<file path="config.mk">
export PLATFORM = sky130hd
export DESIGN_NAME = sort_engine
export DESIGN_NICKNAME = d
export VERILOG_FILES = /design/src/rtl/sort_pkg.sv /design/src/rtl/sort_cx.sv /design/src/rtl/sort_engine.sv
export SDC_FILE = /design/constraint.sdc
export NUM_CORES = 1
export LEC_CHECK = 0
export CORE_UTILIZATION = 55
export CTS_BUF_LIST = sky130_fd_sc_hd__clkbuf_4 sky130_fd_sc_hd__clkbuf_8
export CTS_CLUSTER_SIZE = 14
export DETAILED_ROUTE_END_ITERATION = 7
export GPL_TIMING_DRIVEN = 0
export HOLD_SLACK_MARGIN = 0.05
export PLACE_DENSITY = 0.85
export RECOVER_POWER = 25
export SYNTH_ARGS = -nofsm -noshare
export SYNTH_HDL_FRONTEND = slang
export SYNTH_SLANG_ARGS = --single-unit
</file>
<file path="constraint.sdc">
create_clock -name clk -period 6.2 [get_ports clk]
set_input_delay 1.24 -clock clk [delete_from_list [all_inputs] [get_ports clk]]
set_output_delay 1.24 -clock clk [all_outputs]
set_load 0.05 [all_outputs]
</file>
<file path="src/rtl/sort_pkg.sv">
// Shared types and default sizing for the odd-even transposition sorter.
package sort_pkg;

    localparam int DEFAULT_DATA_W = 8;
    localparam int DEFAULT_N      = 9;

    typedef enum logic [1:0] {
        IDLE = 2'd0,
        SORT = 2'd1,
        DONE = 2'd2
    } state_t;

endpackage

</file>
<file path="src/rtl/sort_cx.sv">
// Compare-exchange cell: orders one adjacent pair when enabled, else passes it through.
module sort_cx
    import sort_pkg::*;
#(
    parameter int DATA_W = DEFAULT_DATA_W
) (
    input  logic [DATA_W-1:0] a,
    input  logic [DATA_W-1:0] b,
    input  logic              desc,
    input  logic              en,
    output logic [DATA_W-1:0] lo,
    output logic [DATA_W-1:0] hi
);

    logic swap_s;

    // Strict comparison so equal elements never move
    always_comb begin
        swap_s = 1'b0;
        lo     = a;
        hi     = b;
        if (en) begin
            if (desc) begin
                swap_s = (a < b);
            end else begin
                swap_s = (a > b);
            end
        end else begin
            swap_s = 1'b0;
        end
        if (swap_s) begin
            lo = b;
            hi = a;
        end else begin
            lo = a;
            hi = b;
        end
    end

endmodule

</file>
<file path="src/rtl/sort_engine.sv">
// Odd-even transposition sorter: accepts an N-element vector, runs exactly N
// phases (one per cycle), then presents the sorted vector with valid/ready.
module sort_engine
    import sort_pkg::*;
#(
    parameter int DATA_W = DEFAULT_DATA_W,
    parameter int N      = DEFAULT_N
) (
    input  logic                clk,
    input  logic                rst_n,
    input  logic                in_valid,
    output logic                in_ready,
    input  logic [N*DATA_W-1:0] in_data,
    input  logic                in_desc,
    output logic                out_valid,
    input  logic                out_ready,
    output logic [N*DATA_W-1:0] out_data,
    output logic                busy
);

    localparam int               CNT_W      = $clog2(N + 1);
    localparam logic [CNT_W-1:0] LAST_PHASE = CNT_W'(N - 1);

    state_t                   state_r;
    state_t                   state_nx_s;
    logic [CNT_W-1:0]         phase_r;
    logic                     desc_r;
    logic [N-1:0][DATA_W-1:0] arr_r;
    logic [N-1:0][DATA_W-1:0] arr_nx_s;
    logic [N-2:0]             en_s;
    logic [N-2:0][DATA_W-1:0] lo_s;
    logic [N-2:0][DATA_W-1:0] hi_s;
    logic                     accept_s;

    assign in_ready  = (state_r == IDLE) | ((state_r == DONE) & out_ready);
    assign accept_s  = in_valid & in_ready;
    assign out_valid = (state_r == DONE);
    assign busy      = (state_r == SORT);
    assign out_data  = arr_r;

    // Pair i is active on phases whose parity matches i
    for (genvar i = 0; i < N - 1; i++) begin : g_cx
        localparam logic PAIR_PAR = 1'(i % 2);
        assign en_s[i] = (phase_r[0] == PAIR_PAR);
        sort_cx #(
            .DATA_W(DATA_W)
        ) u_cx (
            .a   (arr_r[i]),
            .b   (arr_r[i+1]),
            .desc(desc_r),
            .en  (en_s[i]),
            .lo  (lo_s[i]),
            .hi  (hi_s[i])
        );
    end

    // Each interior element belongs to exactly one pair per phase: left pair's hi or right pair's lo
    for (genvar j = 0; j < N; j++) begin : g_el
        if (j == 0) begin : g_first
            assign arr_nx_s[j] = lo_s[0];
        end else if (j == N - 1) begin : g_last
            assign arr_nx_s[j] = hi_s[N-2];
        end else begin : g_mid
            assign arr_nx_s[j] = en_s[j-1] ? hi_s[j-1] : lo_s[j];
        end
    end

    // State register
    always_ff @(posedge clk or negedge rst_n) begin
        if (!rst_n) begin
            state_r <= IDLE;
        end else begin
            state_r <= state_nx_s;
        end
    end

    // Next-state logic; DONE can hand off straight into a new SORT
    always_comb begin
        state_nx_s = state_r;
        case (state_r)
            IDLE: begin
                if (in_valid) begin
                    state_nx_s = SORT;
                end else begin
                    state_nx_s = IDLE;
                end
            end
            SORT: begin
                if (phase_r == LAST_PHASE) begin
                    state_nx_s = DONE;
                end else begin
                    state_nx_s = SORT;
                end
            end
            DONE: begin
                if (out_ready & in_valid) begin
                    state_nx_s = SORT;
                end else if (out_ready) begin
                    state_nx_s = IDLE;
                end else begin
                    state_nx_s = DONE;
                end
            end
            default: begin
                state_nx_s = IDLE;
            end
        endcase
    end

    // Datapath: load on accept, one transposition phase per SORT cycle
    always_ff @(posedge clk or negedge rst_n) begin
        if (!rst_n) begin
            arr_r   <= '0;
            phase_r <= '0;
            desc_r  <= 1'b0;
        end else if (accept_s) begin
            arr_r   <= in_data;
            phase_r <= '0;
            desc_r  <= in_desc;
        end else if (state_r == SORT) begin
            arr_r   <= arr_nx_s;
            phase_r <= phase_r + CNT_W'(1);
        end else begin
            arr_r   <= arr_r;
            phase_r <= phase_r;
            desc_r  <= desc_r;
        end
    end

endmodule
</file>
; Word-level counts from Yosys, hierarchy flattened
; Index checks and enable logic that the tools add are counted.
[op_classes]
n_addsub = 1
order_cmp = 16
n_eq_ne = 7
mux = 48
bitwise = 4
n_reduce_logical = 17
[op_table]
columns = cell, n
row1 = 8-bit 2-to-1 mux, 23
row2 = 72-bit 2-to-1 mux, 2
row3 = 8-bit greater-than comparator, 8
row4 = 8-bit < comparator, 8
row5 = 3-bit AND reduction, 7
row6 = 1-bit 2-to-1 mux, 17
row7 = 3-bit by 1-bit inequality test with 1-bit output (second input constant), 4
row8 = 3-bit nonzero test, 4
row9 = 4-bit 2-to-1 mux, 2
row10 = 2-bit 2-to-1 mux, 3
row11 = 2-bit one-hot mux with 3 select lines, 1
row12 = 2-bit nonzero test, 3
row13 = 4-bit by 1-bit adder with 4-bit output (second input constant), 1
row14 = 4-bit == test (second input constant), 1
row15 = 2-bit AND reduction, 2
row16 = 1-bit bitwise AND, 3
row17 = 2-bit by 1-bit == test with 1-bit output (second input constant), 1
row18 = 2-bit == test (second input constant), 1
row19 = 2-bit zero test, 1
row20 = 1-bit bitwise OR, 1
[totals]
regBits = 79
output_inout_bits = 75

; Longest topological paths before layout
; Gate-level depths: netlist (run 1).
[logic_depth]
word_depth = 7
ltp_mapped = 10
mapped_depth_nobuf = 9

; Modules after synthesis
; A second synthesis (run 1) with hierarchy kept.
[unflattened]
cells_unflattened = 835
hier_area_um2 = 8226.6
[modules_own_cells]
columns = mod, n_inst, cells_each, area_per_inst_um2, seq_area_each_um2
row1 = sort_engine, 1, 435, 4352.9, 1976.9
row2 = sort_cx, 8, 50, 484.2, 0.0

; Least setup slack after synthesis (run 1)
; OpenSTA, ideal clock, no wires.
[synth_timing]
path_type = input-to-reg
startpoint = input out_ready
endpoint = register arr_r (netlist bit out_data[10])
setup_time_ns = 0.079
arrival_ns = 3.016
t_required_ns = 6.121
path_slack_ns = 3.104
cell_stages = 7
n_path_buf = 0
cell_sequence = inv_1 > a21oi_2 > nand2_1 > o311a_1 > a21o_4 > a21oi_4 > mux2i_1
[synth_between]
elab_chain_cells = 5
elab_cells_between_ends = 8
[synth_lines]
columns = element, line
row1 = from (decl), sort_engine.sv:16  ; input logic out_ready,
row2 = 1-bit bitwise AND *, sort_engine.sv:35  ; assign in_ready = (state_r == IDLE) | ((state_r == DONE) & out_ready);
row3 = 1-bit bitwise OR *, sort_engine.sv:35
row4 = via in_ready, sort_engine.sv:12  ; output logic in_ready,
row5 = 1-bit bitwise AND *, sort_engine.sv:36  ; assign accept_s = in_valid & in_ready;
row6 = "3-bit by 1-bit inequality test with 1-bit output (no line), or another cell as far along", -
row7 = 3-bit AND reduction (no line), -
row8 = to (signal assigned), sort_engine.sv:117  ; arr_r <= in_data;
row9 = to (signal assigned), sort_engine.sv:121  ; arr_r <= arr_nx_s;
row10 = to (signal assigned), sort_engine.sv:124  ; arr_r <= arr_r;
row11 = to (decl), sort_engine.sv:28  ; logic [N-1:0][DATA_W-1:0] arr_r;
; Mark *: on every way through the listed nets, which the timed path passes. The rest lies on a longest branch.
; A chain may end at the register's enable or synchronous reset.

; Worst setup path in the final report (run 1)
[layout_timing]
startpoint = input out_ready
endpoint = output in_ready
[layout_between]
elab_chain_cells = 2
[layout_lines]
columns = element, line
row1 = 1-bit bitwise AND, sort_engine.sv:35
row2 = 1-bit bitwise OR, sort_engine.sv:35
row3 = to (decl), sort_engine.sv:12
; Every way passes these cells.

==> summary by stage, run 1 <==
Global route
The global-route track usage on met2 is 58.9%. The all-layer global routing usage is 35.7%. After global routing, the most crowded layer is met2. The pin count of the biggest net entering global routing is 55.

The number of global-route vias before repair is 5963. The routing usage on met3 is 5.15%. For met1 alone, demand over resource in global routing was 45.9%. The first global-routing pass estimated 30.7 mm of wire. The number of antenna violations at the first check in global routing is 0. The total grt overflow is 0.

Drt
The number of search-and-repair iterations in the first detailed-routing pass is 6. The post-detailed-routing wire length is 19.6 mm. Dividing the detail-routed wire length by the instance count gives 20.5 um. The detailed router finished its first iteration with 263 violations. In the routed design, unresolved DRC markers number 0.

The count of vias placed by the detailed router is 5815. The detail route stage leaves a number of antenna-violating nets equal to 0. In the routed layout, each cell is associated on average with a via count of 6.08.

Floorplan
For this design the top-level I/O count stands at 152. The core area is 0.0105 sq mm. The initial cell density of the core is 57.4%. The width of the chip is 106 um. The initialized floorplan defines 37 standard-cell rows. The floorplan die area is 0.0113 sq mm.

The floorplan step set the die height to 106 um.

Synth
The cell taking the most area after synthesis is sky130_fd_sc_hd__dfrtp_1. Sorting the synthesized cells by how often they occur yields sky130_fd_sc_hd__mux2i_1, sky130_fd_sc_hd__a21oi_1, sky130_fd_sc_hd__nor2_1. The average cell area after synthesis is 9.19 sq um.

In the synthesized netlist the async set-or-reset flop fraction comes to 100%. The count of synthesis-stage warnings from yosys is 0. The number of distinct library cell variants in the gate-level netlist after synthesis is 51. The most instantiated library cell after synthesis is sky130_fd_sc_hd__mux2i_1. The area share of the leading cell type in the synthesized netlist is 32.9%. In the synthesized netlist the dominant register cell turns out to be sky130_fd_sc_hd__dfrtp_1. In the synthesized netlist, the number of instances is 653. The net count after synthesis is 796. The share of the Yosys chip area taken by registers is 32.9%. Counting flops with a built-in enable in the synthesized netlist gives 0. The synthesized flop and latch total is 79. By area the synthesized netlist is led by sky130_fd_sc_hd__dfrtp_1, sky130_fd_sc_hd__mux2i_1, sky130_fd_sc_hd__ha_1, sky130_fd_sc_hd__a21oi_1, sky130_fd_sc_hd__nor2_1.

The synthesized area is 0.00600 sq mm.

Critical path
The category of the most critical setup path is in2out. The worst setup path is launched from an input pin. Along the worst path, the maximum fanout reaches 3.

The required time of the worst setup path is 4.96 ns. At the worst endpoint, the arrival time is 2.74 ns. STA classifies the critical path endpoint as a primary output.

STA
The transition time of the tightest slew-check pin is 1.59 ns. Setup repair after global routing left no endpoint under its margin. The total setup violations reported at the end of the flow is 0.

For the finished layout, the period the worst path requires is 3.98 ns. The number of pins exceeding their max-slew limit in the final report is 26. In the finished design, the share of the clock period the worst path needs comes to 64.2%. The total count of hold-check failures in the final report came to 0. The worst-case clock skew is 0.0164 ns. The setup TNS is 0 ns. The maximum operating frequency is 251 MHz.

Headroom to the max-slew limit came out at -5.72%.

Cells and area
The sequential cell area is 0.00198 sq mm. 0 antenna diodes ended up in the layout. The final net count is 959. The ratio of cells with drive above 1 in the final layout is 5.97%.

The area of the multi-input gates is 0.00363 sq mm. The growth of design area from synthesis to finish is 32.4%. The filler cell count is 748.

Clocking
Clock tree synthesis found a total of 79 sinks. For the worst-skew pair, the clock arrives at the later sink with an insertion delay of 0.38 ns. TritonCTS built the clock tree. The maximum clock insertion buffer count is 2. After clock tree synthesis, the repair step resized 0 gates. The buffers inserted during post-CTS setup optimization is 0. The cell chosen for the clock root is sky130_fd_sc_hd__clkbuf_8.

The number of buffers inserted by hold repair at cts is 0. The clock buffer count from CTS is 9. The post-CTS clock slew at the launch and capture registers of the worst setup and hold paths is 0.08 ns. The clock tree synthesis step divided the H-tree into 3 levels.

Placed design
The HPWL after detailed placement is 15.1 mm. The number of I/O port buffers is 151. The routability-driven placement congestion ratio is 0.972.

Flow run
Max-cap violations in this run came to 1.

Worst hold path
The path class of the lowest-slack min-delay path is reg2reg.

Outcome
The run finished, with violations left. The checks that failed: capacitance limit, slew limit.
-- placed cells by master (no fill, tap or decap), types with 3 or more instances in the layout --
cell type / count
sky130_fd_sc_hd__buf_2: 7
sky130_fd_sc_hd__nor2b_1: 9
sky130_fd_sc_hd__a21oi_1: 94
sky130_fd_sc_hd__clkbuf_1: 9
sky130_fd_sc_hd__bufinv_16: 3
sky130_fd_sc_hd__nor2_1: 80
sky130_fd_sc_hd__o211ai_1: 7
sky130_fd_sc_hd__o22ai_1: 16
sky130_fd_sc_hd__o21ai_0: 10
sky130_fd_sc_hd__nand2_1: 14
sky130_fd_sc_hd__ha_1: 66
sky130_fd_sc_hd__inv_1: 67
sky130_fd_sc_hd__mux2i_1: 112
sky130_fd_sc_hd__dfrtp_1: 79
sky130_fd_sc_hd__a31oi_1: 8
sky130_fd_sc_hd__clkbuf_8: 9
sky130_fd_sc_hd__nor3_1: 3
sky130_fd_sc_hd__clkdlybuf4s50_1: 150
sky130_fd_sc_hd__nand4_1: 16
sky130_fd_sc_hd__buf_1: 8
sky130_fd_sc_hd__o221ai_1: 3
sky130_fd_sc_hd__nand3_1: 3
sky130_fd_sc_hd__nor2_8: 3
-- stage by stage --
step           hold WS, ns  utilization, %  area, sq um  setup slack (ns)  std cells
6_report             0.570            75.9         7950              2.22        957
5_1_grt              0.587            75.9         7950              2.17        957
4_1_cts              0.571            76.0         7950              2.22        957
3_5_place_dp         0.548            73.7         7710              2.22        941
3_3_place_gp         0.531            73.4         7680              1.03        940
2_1_floorplan        0.504               -         6000              3.10        653
-- flip-flops by register name, summed over array words and instances (netlist names) --
| name | count |
|---|---|
| out_data | 72 |
| phase_r | 4 |
| desc_r | 1 |
| state_r | 2 |
-- worst paths after layout --
check | startpoint | to | slack [ns] | depth (start not counted)
setup / recovery | out_ready | in_ready | 2.22 | 4
hold / removal | phase_r[3] | phase_r[3] | 0.57 | 2
setup reg to reg | out_data[9] | out_data[10] | 3.39 | 9
hold reg to reg | phase_r[3] | phase_r[3] | 0.57 | 2
max in group asynchronous | rst_n | out_data[13] | 3.99 | 2
min in group asynchronous | rst_n | out_data[27] | 1.25 | 1
-- per-layer routing --
layer	vias up	part of all wire, %
met5	-	0
met4	0	3.6
met2	312	47
met1	2793	42
met3	51	7.6
li1	2659	-
-- logic make-up after synthesis --
| family | Yosys count | share of synthesized area (%) |
|---|---|---|
| xor+xnor | 3 | 0.438 |
| compound gates | 157 | 16.0 |
| buf+inv | 96 | 6.52 |
| mux | 112 | 18.7 |
| simple gates | 140 | 11.7 |
| fa+ha+maj | 66 | 13.8 |
| flops | 79 | 32.9 |
-- cell type report --
class                   instances  area share [%]
repair buffers                152            19.3
multi-input cells             478            45.7
clock inverters                 6            1.37
plain buffers                  27            1.67
flip-flops and latches         79            24.9
clock buffers                  10            1.65
inverters                      69            3.26
well taps                     136            2.14
-- critical path, stage by stage --
cell and delay, ns:
sky130_fd_sc_hd__clkdlybuf4s50_1 0.45, sky130_fd_sc_hd__inv_1 0.06, sky130_fd_sc_hd__a21oi_2 0.17, sky130_fd_sc_hd__clkdlybuf4s50_1 0.82
Power of run 1 is not shown: default switching activity piles up to over one toggle a cycle in this logic, so the estimate is an artifact.
==> run 2, diff against run 1 <==
CORE_UTILIZATION = 47   (was 55)
PLACE_DENSITY = 0.77   (was 0.85)
clock period = 3.3 ns   (was 6.2 ns; I/O delays follow)
==> run 2 against run 1 <==
  * The flow still finishes with violations (capacitance limit, slew limit)
  * Setup slack got worse by 1.8 ns
  * Final cell count increased by 3.3%
  * Die area increased by 17%
  * Count of clock-buffer cells in the layout unchanged
  * Non-clock buffer count unchanged
  * Critical path depth unchanged
  * Highest routed layer unchanged
==> summary by stage, run 2 (synthesis gave the netlist of run 1 again) <==
STA
The relative max-transition margin is -5.35% (+0.37 points). The maximum operating frequency is 349 MHz. The total count of hold-check failures in the final report is 0 (unchanged). The worst-case clock skew is 0.00894 ns (-0.00749 ns). Setup repair after global routing left no endpoint under its margin.

The total setup violations reported at the end of the flow came to 0 (unchanged). The setup TNS is 0 ns (unchanged). The ratio of final minimum period to clock period is 86.9%.

The number of pins exceeding their max-slew limit in the final report is 26 (unchanged). The transition time of the tightest slew-check pin was 1.58 ns (-0.00559 ns). For the finished layout, the period the worst path requires is 2.87 ns.

Cells and area
The library cells used most frequently in the layout, excluding fill and tap cells, are sky130_fd_sc_hd__clkdlybuf4s50_1, sky130_fd_sc_hd__mux2i_1, sky130_fd_sc_hd__a21oi_1. The library cell used most frequently in the layout, excluding fill and tap cells, is sky130_fd_sc_hd__clkdlybuf4s50_1. From synthesis to final layout, the design area changed by 33.0%. The final net count came to 959 (unchanged). The ratio of cells with drive above 1 in the final layout is 5.97% (unchanged). The flip-flop count of the largest register after layout is 72 (unchanged). The non-filler instance count after layout came to 989 (+3.3%). The total inserted antenna cells came to 0 (unchanged).

Drt
The DRC marker count from the first detailed-route iteration was 397 (+51%). The count of vias placed by the detailed router was 5779 (-0.62%). The ratio of routed vias to standard cells is 5.84 (-3.8%).

The post-detailed-routing wire length is 19.6 mm (+0.13%). The remaining antenna violation count after routing is 0 (unchanged). The DRC violation count after routing is 0 (unchanged). The average wire per standard cell is 19.8 um (-3.1%). The number of search-and-repair iterations in the first detailed-routing pass is 4 (-2).

Global route
The all-layer global routing usage is 30.7% (-5.0 points). The number of global-route vias before repair is 5876 (-1.5%). The total grt overflow is 0 (unchanged). The wire length of the first global-routing pass is 30.8 mm (+0.11%). The pin count of the biggest net entering global routing is 55 (unchanged). The number of antenna violations at the first check in global routing came to 0 (unchanged).

Clocking
In this run the clock root is driven by a sky130_fd_sc_hd__clkbuf_8. The clock tree from TritonCTS is built. The deepest level of the CTS H-tree was 3 (unchanged). The post-CTS clock slew at the launch and capture registers of the worst setup and hold paths is 0.09 ns (about the same). The number of buffers inserted by hold repair at cts is 0 (unchanged). The clock buffer count from CTS came to 9 (unchanged). The maximum clock insertion buffer count came to 2 (unchanged). The buffers inserted during post-CTS setup optimization is 0 (unchanged). The number of clock sinks is 79 (unchanged). The clock latency of the later-clocked register in the worst-skew pair is 0.37 ns (about the same). The post-cts sizing count was 0 (unchanged).

Floorplan
The width of the chip is 115 um (+8.0%). The number of top-level pins is 152 (unchanged). The floorplan die area is 0.0132 sq mm (+17%). The die height is 115 um (+8.0%). The core area is 0.0122 sq mm (+17%). The number of rows created at floorplan is 40 (+8.1%).

The initial cell density of the core came to 49.1% (-8.2 points).

Placed design
The number of cells in the design after placement is 973 (+3.4%). The HPWL after detailed placement is 15.1 mm (+0.35%). The number of I/O port buffers is 151 (unchanged). The routability-driven placement congestion ratio came to 0.962 (-1.0%).

Critical path
By startpoint and endpoint, the worst setup path is classified as in2out. The maximum fanout count along the critical path was 3 (unchanged). The slowest library cell on the worst path is sky130_fd_sc_hd__clkdlybuf4s50_1. The nature of the critical path startpoint is an input pin. The required time of the worst setup path was 2.64 ns (-2.32 ns). The cell occurring most often along the worst timing path is sky130_fd_sc_hd__clkdlybuf4s50_1. Traced cell by cell, the critical path runs through clkdlybuf4s50_1 > inv_1 > a21oi_2 > clkdlybuf4s50_1. STA classifies the critical path endpoint as a primary output. The biggest cell delay along the critical path was 0.83 ns (about the same). The data arrival time of the critical path was 2.21 ns (-0.53 ns).

Worst hold path
The path class of the lowest-slack min-delay path is reg2reg.

Outcome
The final reports fail on capacitance limit, slew limit. The run finished, with violations left.

Flow run
The max-cap violation count is 1 (unchanged).
run 2: cell counts in the layout (fill, tap and decap cells not counted):
No cell type changed its count.
run 2: layer usage:
layer	vias up	global-route usage, %	wire, um	part of all wire (%)
met4	0	14.6	706	3.6
met5	-	0	0	0
met3	56	4.01	1400	7.1
met1	2785	41.5	8610	44
met2	290	48.8	8900	45
li1	2648	-	-	-
run 2: through the flow:
step | setup slack (ns) | hold WS, ns | area, sq um | utilization [%]
final | 0.433 | 0.566 | 7990 | 65.4
after global placement | -1.32 | 0.528 | 7720 | 63.2
after detailed placement | 0.377 | 0.536 | 7750 | 63.5
after CTS | 0.443 | 0.209 | 7990 | 65.4
after floorplan | 0.751 | 0.364 | 6000 | -
after global routing | 0.405 | 0.598 | 7990 | 65.4
run 2: worst paths after layout:
path / start / end / slack (ns) / depth (start not counted)
max in group asynchronous: rst_n / out_data[28] / 1.66 / 2
max: out_ready / in_ready / 0.43 / 4
min reg2reg: phase_r[3] / phase_r[3] / 0.57 / 2
min in group asynchronous: rst_n / out_data[1] / 0.67 / 1
max reg2reg: out_data[17] / out_data[15] / 0.70 / 9
min: phase_r[3] / phase_r[3] / 0.57 / 2
run 2: area by class of cell:
| type | instances | area (sq um) |
|---|---|---|
| Tap cell | 168 | 210 |
| Buffer | 27 | 133 |
| Clock buffer | 10 | 131 |
| Sequential cell | 79 | 1980 |
| Multi-Input combinational cell | 478 | 3630 |
| Inverter | 69 | 259 |
| Fill cell | 1023 | 4230 |
| Timing Repair Buffer | 152 | 1530 |
| Clock inverter | 6 | 109 |
run 2: worst max-delay path: cells and delay by family:
| family | cells | cell delay, ns |
|---|---|---|
| AO/OA/AOI/OAI | 1 | 0.19 |
| buffers and inverters | 3 | 1.35 |
Power of run 2 is left out for the same reason.
==> run 3, diff against run 2 <==
CTS_BUF_LIST = sky130_fd_sc_hd__clkbuf_8   (was sky130_fd_sc_hd__clkbuf_4 sky130_fd_sc_hd__clkbuf_8)
==> run 3 against run 2 <==
  * The flow still finishes with violations (capacitance limit, slew limit)
  * Sequential cell count stayed put
  * Register-to-register slack hardly changed
  * Wire length is 0.14% lower
  * Clock skew hardly changed
  * Via count is 0.52% lower
  * Critical endpoint unchanged
==> summary by stage, run 3 (synthesis gave the netlist of run 1 again) <==
Outcome
The flow ran to the end, but the final reports show violations. The final reports fail on capacitance limit, slew limit.

Cells and area
The leading cell type in the layout, fill and taps excluded is sky130_fd_sc_hd__clkdlybuf4s50_1. The filler cell count was 1023 (unchanged). The final net count is 959 (unchanged). The ratio of cells with drive above 1 in the final layout came to 5.85% (-0.12 points). In the layout the commonest cells are sky130_fd_sc_hd__clkdlybuf4s50_1, sky130_fd_sc_hd__mux2i_1, sky130_fd_sc_hd__a21oi_1. The flip-flop count of the largest register after layout came to 72 (unchanged). The total inserted antenna cells is 0 (unchanged). The growth of design area from synthesis to finish is 33.0% (about the same).

Clocking
The clock latency of the later-clocked register in the worst-skew pair is 0.37 ns (about the same). The clock tree from TritonCTS is built. The number of buffers inserted by hold repair at cts is 0 (unchanged).

The number of clock sinks is 79 (unchanged). The cell chosen for the clock root is sky130_fd_sc_hd__clkbuf_8. The buffers inserted during post-CTS setup optimization came to 0 (unchanged). The post-CTS clock slew at the launch and capture registers of the worst setup and hold paths came to 0.09 ns (about the same).

The maximum clock insertion buffer count is 2 (unchanged). The clock buffer count from CTS came to 9 (unchanged). The deepest level of the CTS H-tree was 3 (unchanged).

The post-cts sizing count is 0 (unchanged).

Floorplan
The initial cell density of the core was 49.1% (unchanged). The core area came to 0.0122 sq mm (unchanged). The number of rows created at floorplan came to 40 (unchanged). The floorplan die area is 0.0132 sq mm (unchanged). The width of the chip was 115 um (unchanged). The die height came to 115 um (unchanged). The number of top-level pins is 152 (unchanged).

Critical path
The logic depth of the worst register-to-register path came to 9 (unchanged). The required time of the worst setup path is 2.64 ns (about the same). STA classifies the critical path endpoint as a primary output. The data arrival time of the critical path was 2.21 ns (about the same). The maximum fanout count along the critical path was 3 (unchanged).

The worst setup path is launched from an input pin. By startpoint and endpoint, the worst setup path is classified as in2out.

STA
The worst-case clock skew is 0.00920 ns (+0.000268 ns). The number of pins exceeding their max-slew limit in the final report is 26 (unchanged). The maximum operating frequency is 349 MHz (about the same).

The final critical-path required period is 2.87 ns (+0.00218 ns). The ratio of final minimum period to clock period is 86.9% (about the same). The total setup violations reported at the end of the flow is 0 (unchanged). The total count of hold-check failures in the final report is 0 (unchanged). The relative max-transition margin came to -3.69% (+1.7 points). Setup repair after global routing left no endpoint under its margin. The setup TNS was 0 ns (unchanged). The transition time of the tightest slew-check pin is 1.56 ns (-0.0249 ns). The worst hold margin is 0.565 ns (-0.000983 ns).

Drt
The number of search-and-repair iterations in the first detailed-routing pass is 4 (unchanged). The sum of met3 wire segment lengths after detailed routing came to 1.49 mm (+6.2%). The average wire per standard cell is 19.8 um (-0.14%). The length of routed wiring on met1 is 8.51 mm (-1.1%). The DRC marker count from the first detailed-route iteration is 413 (+4.0%).

The DRC violation count after routing is 0 (unchanged). The post-detailed-routing wire length is 19.6 mm (-0.14%). The count of vias placed by the detailed router is 5749 (-0.52%). The ratio of routed vias to standard cells is 5.81 (-0.52%).

The met2 wire length was 8.89 mm (-0.12%). The remaining antenna violation count after routing is 0 (unchanged). Signal routing reaches up to met4.

Global route
The number of antenna violations at the first check in global routing came to 0 (unchanged). The pin count of the biggest net entering global routing is 55 (unchanged). The total grt overflow is 0 (unchanged). The number of global-route vias before repair is 5875 (-0.017%). The wire length of the first global-routing pass is 30.7 mm (about the same).

The all-layer global routing usage is 30.7% (about the same).

Placed design
The number of I/O port buffers came to 151 (unchanged). The routability-driven placement congestion ratio is 0.962 (unchanged). The HPWL after detailed placement is 15.1 mm (unchanged).

Worst hold path
The number of cells on the worst hold path is 2 (unchanged). The path class of the lowest-slack min-delay path is reg2reg.

Flow run
The max-cap violation count is 1 (unchanged).
-- run 3: cell type report --
type	instances	area [sq um]	share of cell area (%)
Inverter	69	259	3.25
Multi-Input combinational cell	478	3630	45.5
Buffer	27	133	1.66
Timing Repair Buffer	152	1530	19.2
Sequential cell	79	1980	24.8
Clock buffer	9	124	1.55
Clock inverter	7	113	1.41
Tap cell	168	210	2.63
-- run 3: path summary, 6_finish.rpt --
| check | to | slack (ns) | start |
|---|---|---|---|
| max in group asynchronous | out_data[28] | 1.67 | rst_n |
| worst max register to register | out_data[15] | 0.71 | out_data[17] |
| worst max-delay path | in_ready | 0.43 | out_ready |
| min in group asynchronous | out_data[1] | 0.66 | rst_n |
| worst min-delay path | phase_r[3] | 0.57 | phase_r[3] |
| worst min register to register | phase_r[3] | 0.57 | phase_r[3] |
-- run 3: metrics by stage --
stage	setup slack (ns)	instances	instance area [sq um]	util [%]
3_3_place_gp	-1.32	972	7720	63.2
6_report	0.431	989	7980	65.4
4_1_cts	0.443	989	7990	65.4
5_1_grt	0.405	989	7980	65.4
3_5_place_dp	0.377	973	7750	63.5
2_1_floorplan	0.751	653	6000	-
-- run 3: worst max-delay path: stages --
cell and delay (ns):
sky130_fd_sc_hd__clkdlybuf4s50_1 0.46, sky130_fd_sc_hd__inv_1 0.07, sky130_fd_sc_hd__a21oi_2 0.19, sky130_fd_sc_hd__clkdlybuf4s50_1 0.83
-- run 3: routing by layer --
metal | vias up | global-route usage [%]
li1 | 2645 | -
met1 | 2761 | 41.5
met2 | 289 | 48.8
met3 | 54 | 4.01
met4 | 0 | 14.6
met5 | - | 0
Power of run 3 is left out for the same reason.
